===== config.mk =====
export PLATFORM = sky130hd
export DESIGN_NAME = trv_dmem_ctrl
export DESIGN_NICKNAME = d
export VERILOG_FILES = /design/src/rtl/trv_dmem_ctrl.sv
export SDC_FILE = /design/constraint.sdc
export NUM_CORES = 1
export LEC_CHECK = 0
export ABC_AREA = 1
export BUFFER_PORTS_ARGS = -buffer_cell sky130_fd_sc_hd__buf_2
export CAP_MARGIN = 20
export CORE_MARGIN = 2
export CORE_UTILIZATION = 46
export CTS_CLUSTER_DIAMETER = 50
export DETAILED_ROUTE_END_ITERATION = 8
export PLACE_DENSITY_LB_ADDON = 0.1
export SLEW_MARGIN = 20
export SYNTH_ARGS = -nofsm -noshare
export SYNTH_HDL_FRONTEND = slang
export SYNTH_SLANG_ARGS = --single-unit

===== constraint.sdc =====
create_clock -name clk -period 6 [get_ports clk]
set_clock_uncertainty 0.1 [all_clocks]
set_input_delay 1.2 -clock clk [delete_from_list [all_inputs] [get_ports clk]]
set_output_delay 1.2 -clock clk [all_outputs]
set_load 0.03 [all_outputs]

===== src/rtl/trv_dmem_ctrl.sv =====
// =============================================================================
// Module      : trv_dmem_ctrl
// Description : TRV32I data-memory controller with valid/ready requests, read
//               wait states, sub-word load/store and error responses.
// Revision    : 1.0 - initial release
// =============================================================================
`default_nettype none

module trv_dmem_ctrl #(
    parameter int B_WIDTH  = 32,
    parameter int MEM_SIZE = 32,
    parameter int RD_LAT   = 1
) (
    input  logic               clk,
    input  logic               rst,
    input  logic               req_valid,
    output logic               req_ready,
    input  logic               req_write,
    input  logic [B_WIDTH-1:0] req_addr,
    input  logic [B_WIDTH-1:0] req_wdata,
    input  logic [1:0]         req_size,
    input  logic               req_unsigned,
    output logic               rsp_valid,
    output logic [B_WIDTH-1:0] rsp_rdata,
    output logic               rsp_err,
    output logic               busy
);
    localparam int NB  = B_WIDTH / 8;
    localparam int OFF = $clog2(NB);
    localparam int IW  = (MEM_SIZE > 1) ? $clog2(MEM_SIZE) : 1;

    typedef enum logic [1:0] {
        S_IDLE = 2'd0,
        S_WAIT = 2'd1,
        S_RESP = 2'd2
    } state_t;

    state_t             r_state;
    logic [3:0]         r_cnt;
    logic [1:0]         r_size;
    logic               r_uns;
    logic [OFF-1:0]     r_lane;
    logic [IW-1:0]      r_idx;
    logic [B_WIDTH-1:0] mem [MEM_SIZE];

    logic [OFF-1:0]     w_lane;
    logic [B_WIDTH-1:0] w_idx_full;
    logic [IW-1:0]      w_idx;
    logic               w_misalign;
    logic               w_err;
    logic               w_store_we;
    logic [NB-1:0]      w_be;
    logic [B_WIDTH-1:0] w_wdata_sh;

    function automatic logic [B_WIDTH-1:0] size_mask(input logic [1:0] size);
        int nbits;
        nbits = 8 << size;
        if (nbits >= B_WIDTH) return '1;
        return {B_WIDTH{1'b1}} >> (B_WIDTH - nbits);
    endfunction

    // Right-align the addressed lane bytes, then zero- or sign-extend.
    function automatic logic [B_WIDTH-1:0] extract(input logic [B_WIDTH-1:0] word,
                                                   input logic [OFF-1:0]     lane,
                                                   input logic [1:0]         size,
                                                   input logic               uns);
        logic [B_WIDTH-1:0] sh;
        logic [B_WIDTH-1:0] m;
        int                 nbits;
        sh    = word >> {lane, 3'b000};
        m     = size_mask(size);
        nbits = 8 << size;
        if (!uns && (nbits < B_WIDTH) && sh[nbits-1]) return (sh & m) | ~m;
        return sh & m;
    endfunction

    assign w_lane     = req_addr[OFF-1:0];
    assign w_idx_full = req_addr >> OFF;
    assign w_idx      = w_idx_full[IW-1:0];
    assign req_ready  = (r_state == S_IDLE);
    assign busy       = (r_state != S_IDLE);

    always_comb begin
        w_misalign = 1'b0;
        case (req_size)
            2'b01:   w_misalign = req_addr[0];
            2'b10:   w_misalign = |req_addr[1:0];
            2'b11:   w_misalign = (B_WIDTH == 32) || (|req_addr[2:0]);
            default: w_misalign = 1'b0;
        endcase
    end

    assign w_err      = w_misalign || (w_idx_full >= B_WIDTH'(MEM_SIZE));
    assign w_store_we = req_valid && req_ready && req_write && !w_err && !rst;
    assign w_wdata_sh = (req_wdata & size_mask(req_size)) << {w_lane, 3'b000};

    always_comb begin
        for (int b = 0; b < NB; b++) begin
            w_be[b] = (b >= int'(w_lane)) && (b < (int'(w_lane) + (1 << req_size)));
        end
    end

    // RAM contents deliberately survive reset.
    always_ff @(posedge clk) begin
        if (w_store_we) begin
            for (int b = 0; b < NB; b++) begin
                if (w_be[b]) mem[w_idx][b*8 +: 8] <= w_wdata_sh[b*8 +: 8];
            end
        end
    end

    always_ff @(posedge clk) begin
        if (rst) begin
            r_state   <= S_IDLE;
            r_cnt     <= 4'd0;
            rsp_valid <= 1'b0;
            rsp_rdata <= '0;
            rsp_err   <= 1'b0;
        end else begin
            rsp_valid <= 1'b0;
            case (r_state)
                S_IDLE: begin
                    if (req_valid) begin
                        r_size <= req_size;
                        r_uns  <= req_unsigned;
                        r_lane <= w_lane;
                        r_idx  <= w_idx;
                        if (w_err || req_write) begin
                            r_state   <= S_RESP;
                            rsp_valid <= 1'b1;
                            rsp_err   <= w_err;
                            rsp_rdata <= '0;
                        end else if (RD_LAT == 0) begin
                            r_state   <= S_RESP;
                            rsp_valid <= 1'b1;
                            rsp_err   <= 1'b0;
                            rsp_rdata <= extract(mem[w_idx], w_lane, req_size, req_unsigned);
                        end else begin
                            r_state <= S_WAIT;
                            r_cnt   <= 4'(RD_LAT - 1);
                        end
                    end
                end
                S_WAIT: begin
                    if (r_cnt == 4'd0) begin
                        r_state   <= S_RESP;
                        rsp_valid <= 1'b1;
                        rsp_err   <= 1'b0;
                        rsp_rdata <= extract(mem[r_idx], r_lane, r_size, r_uns);
                    end else begin
                        r_cnt <= r_cnt - 4'd1;
                    end
                end
                S_RESP:  r_state <= S_IDLE;
                default: r_state <= S_IDLE;
            endcase
        end
    end

endmodule

`default_nettype wire


Yosys cells after proc, flatten, opt, wreduce, memory -nomap -nowiden. Memories as Yosys holds them, arrays and structs flattened. A register that Yosys moved wholly into a read port is not among the register bits. Index checks and enable logic that the tools add are counted.

Flip-flop bits (word level): 50. Memory bits (writable): 1024. Memories kept: 1.

Memories: mem (words 32, width 32, read ports 1, clocked after memory_dff 1, wr ports 1, RTL line 44) `logic [B_WIDTH-1:0] mem [MEM_SIZE];`.

Shift-type cells: 7. Reductions and logical operators: 23. Equal/unequal tests: 9. Muxes and demuxes: 55. $lt $le $gt $ge: 12. $add $sub $neg: 5. Bitwise gates (word level): 5.

Operators with widths (count): $mux 32 (12); $and 32x32->32 (2); $ge 32x7->1 const B (2); $lt 3x32->1 const A (2); $lt 32x7->1 const B (2); $pmux 32 s2 (1); $shl 4x2->32 const A (2); $shr 32x32->32 const A (2); $sub 7x32->32 const A (2); $add 3x32->32 (1); $lt 1x32->1 const A (1); $lt 2x32->1 const A (1); $not 32->32 (1); $or 32x32->32 (1); $shl 1x2->32 const A (1); $shl 32x5->32 (1); $shr 32x5->32 (1); $sub 32x2->32 const B (1); $ge 30x6->1 const B (1); $mux 1 (29); $mux 4 (3); $logic_and 1x1->1 (9); $ne 2x2->1 const B (4); $pmux 4 s2 (1); other kinds (22) (33).

Longest topological paths before layout.
Depth after elaboration: 16. Gate-level depth with buffers: 18.

Worst setup path before layout. No wires, ideal clock.

Path type: input port to flip-flop. From: input port req_addr[1]. To: memory mem[10][16] (enable). Data arrival time: 3.286 ns. Buffers on the path: 3. Setup slack: 2.243 ns. Stages on the path: 10. Setup time: 0.370 ns. Path through: clkbuf_1 > inv_1 > clkbuf_1 > fa_1 > a21oi_1 > a21oi_1 > nand2_1 > o2111ai_1 > clkbuf_1 > nor2_1.

Cells in the longest elaborated chain, start to end: 8. Elaborated cells between the ends (all ways): 13. Classes of those cells: add/sub (1); order compare (2); mux (4); reduce/logical (6).

Ends and longest elaborated chain: from (decl) (RTL line 19) `input logic [B_WIDTH-1:0] req_addr,`; parallel branches: the longest is 6 deep, another holds $add 3x32->32; $mux 1 * (RTL line 105) `if (w_store_we) begin`; $mux 1 (implied by the code) * (RTL line 107) `if (w_be[b]) mem[w_idx][b*8 +: 8] <= w_wdata_sh[b*8 +: 8];`; to (decl) (RTL line 44).

Every way passes the cells marked *.

Final worst setup path.
From: input port req_addr[1]. To: memory mem[5][6] (enable).

Cells in the longest elaborated chain, start to end: 8. Elaborated cells between the ends (all ways): 13. Classes of those cells: add/sub (1); order compare (2); mux (4); reduce/logical (6).

Ends and longest elaborated chain (RTL line): parallel branches: the longest is 6 deep, another holds $add 3x32->32; $mux 1 * (105); $mux 1 (implied by the code) * (107).

Marks and branches as above.

==> summary.md <==
| Metric | Value |
|---|---|
| Status | `completed` |
| Layout Nets | `approximately 4200` |
| Fillers | `between 8000 and 9000` |
| CTS H-Tree Depth | `3` |
| Initial Utilization | `between 40% and 50%` |
| Max Fclk | `~240 MHz` |
| Worst hold slack | `349 ps` |
| Number of flops mapped to enable cells by yosys | `slightly above 1000` |
| Cells after DPL | `5268` |
| Post-synth top area share | `roughly two thirds` |
| Avg Cell Area, Syn | `between 10 and 15 µm²` |
| Global-route wire length before repair | `a little over 200000 µm` |
| Fin crit period | `4180 ps` |
| Vias in the first global route | `29800` |
| Worst setup EP type | `flip-flop` |
| Post-route insts no fill | `5493` |
| GRT overflow | `0` |
| Number of cell rows | `~120` |
| Setup ws final | `around 1800 ps` |
| Min-delay worst type | `flip-flop to flip-flop` |
| PortBufs | `roughly 110` |
| Layout cells sized above 1 | `10.4%` |
| Post-DP HPWL | `approximately 86000 µm` |
| Final WL | `roughly 140000 µm` |
| Count leader, synth | `nand2_1` |
| Die X | `about 320 µm` |
| Cell Pwr Density | `341 nW/µm²` |
| Period Utilization, post-route | `a little over two thirds` |
| Die area | `roughly 100000 µm²` |
| Vias per cell | `~5.6` |
| Crit Path Class | `input port to flip-flop` |
| Max stage delay on crit path | `between 500 and 600 ps` |
| RSZ-0062 raised after global routing | `false` |
| Worst Tran Pin Value | `between 1000 and 1500 ps` |
| Clk sinks | `roughly 1100` |
| Top cells by area, synth | `edfxtp_1 68%, nand2_1 11%, nand3_1 9.0%` |
| Top cells by count, synth | `1354 x nand2_1, 1034 x edfxtp_1, 815 x nand3_1` |
| Hold-fix buffers, CTS | `0` |
| Dpl ws | `1130 ps` |
| Fin. Hold Viols | `0` |
| Avg WL per Cell | `25.6 µm` |
| Routability congestion estimate | `roughly 0.94` |
| Setup Viol. Count Final | `0` |
| Core area | `between 90000 and 100000 µm²` |
| CTS tree | `done` |
| Synthesized area | `around 45000 µm²` |
| Total power | `around 17 mW` |
| CTS Root Cell | `clkbuf_16` |
| Arrival @ worst endpoint | `~4400 ps` |
| Top_reg_cell synth | `edfxtp_1` |
| Antenna Nets Post-Route | `0` |
| Worst Path Required | `roughly 6200 ps` |
| Setup repair bufs after CTS | `0` |
| Post-DP Area | `46900 µm²` |
| Largest net degree at the start of global routing | `130` |
| Max cap viols | `0` |
| Cts repair resizes | `0` |
| Asr flop ratio synth | `0%` |
| Total global-route track usage | `a little over a quarter` |
| DRC errors left | `0` |
| Synth area leader | `edfxtp_1` |
| # IOs | `~110` |
| Detailed Route Iter0 Violations | `around 3900` |
| Slew Viols, Final | `0` |
| Relative slew slack | `21.1%` |
| Max VDD drop | `~0.25 mV` |
| Clock transition at path regs | `roughly 60 ps` |
| Crit path cell chain | `buf_2 > inv_1 > fa_1 > a21oi_1 > a21oi_1 > nand2_1 > o211ai_1 > buf_4 > nor2_1` |
| Longest Clk Path Bufs | `3` |
| CP max FO | `31` |
| Post-Syn Nets | `about 4100` |
| CP max-delay cell | `nor2_1` |
| Worst Setup Start Kind | `input port` |
| Cell count after synthesis | `about 4100` |
| Worst skew pair latency | `710 ps` |
| Seq/Total Area, Yosys | `between 70% and 80%` |
| Yosys reg bits | `around 1100` |
| Leakage | `between 15 and 20 nW` |
| Die Height | `between 300 and 400 µm` |
| Yosys warning total | `0` |
| Yosys cell types | `35` |
| Total Negative Setup Slacks | `0 ps` |
| Routed vias | `between 30000 and 40000` |
| Final Util | `about 52%` |
| TritonCTS buffer count | `roughly 120` |
| Fin area | `~51000 µm²` |
| Synth-to-layout area growth | `12.1%` |
| Top cell by count, worst path | `a21oi_1` |
| Drt pass-1 iters | `6` |
| Initial antenna violation count | `6` |
## layout by cell type (no fill, tap or decap), drive strengths merged, types with 4 or more instances in the layout
master | synthesis | final
nand2 | 1355 | 1355
edfxtp | 1034 | 1034
nand3 | 816 | 816
nor2 | 201 | 201
buf | 210 | 177
a21oi | 140 | 140
clkbuf | 53 | 135
inv | 84 | 95
clkinv | 0 | 51
dfxtp | 45 | 45
o21ai | 38 | 38
o31ai | 23 | 23
or2 | 20 | 20
o221ai | 16 | 16
bufinv | 0 | 14
nor3 | 11 | 11
clkinvlp | 0 | 9
diode | 0 | 5
o211ai | 5 | 5
nor4 | 4 | 4
## logic make-up after synthesis
| group | synth area share [%] |
|---|---|
| DFF | 70.4 |
| buffers and inverters | 4.27 |
| adders and majority gates | 0.127 |
| xor gates and xnor gates | 0.0386 |
| and+or+nand+nor | 22.4 |
| AOI/OAI and AO/OA | 2.79 |
## state kept, by name, indices dropped and copies added (netlist names), named ones only
name       cells
r_state        2
r_lane         2
r_idx          5
rsp_err        1
r_uns          1
rsp_valid      1
r_cnt          4
rsp_rdata     32
mem         1024
r_size         2
## layout make-up
class,count,area (µm²),area share [%]
Timing Repair Buffer,177,1190,2.34
Antenna cell,5,12.5,0.0246
Clock buffer,135,3110,6.11
Multi-Input combinational cell,2641,11800,23.2
Inverter,84,333,0.654
Clock inverter,85,880,1.73
Tap cell,1287,1610,3.16
Sequential cell,1079,32000,62.8
## final timing paths
path                    start       endpoint  slack, ps  cells after the start
setup / recovery  req_addr[1]      mem[5][6]       1820                      9
hold reg to reg      r_idx[4]      flip-flop        350                      2
setup reg to reg    flip-flop  rsp_rdata[19]       2060                     16
hold / removal       r_idx[4]      flip-flop        350                      2
## worst max-delay path: cells and delay by family
| kind | cells | cell delay [ps] |
|---|---|---|
| compound gates | 3 | 430 |
| fa+ha+maj | 1 | 560 |
| buf+inv | 3 | 1440 |
| simple gates | 2 | 740 |
## per-layer routing
layer  GRT usage [%]  routed length [µm]
met1            37.7               58800
met5               0                  38
met4            11.7                6280
met3            5.34               11400
met2            42.8               63900
## where the power goes
part,switching [mW],leakage [nW],internal (mW)
Sequential,0.0374,10.1,8.30
Clock,3.06,1.95,4.34
Combinational,1.23,6.47,0.371
Power figures use the tool's default switching activity.
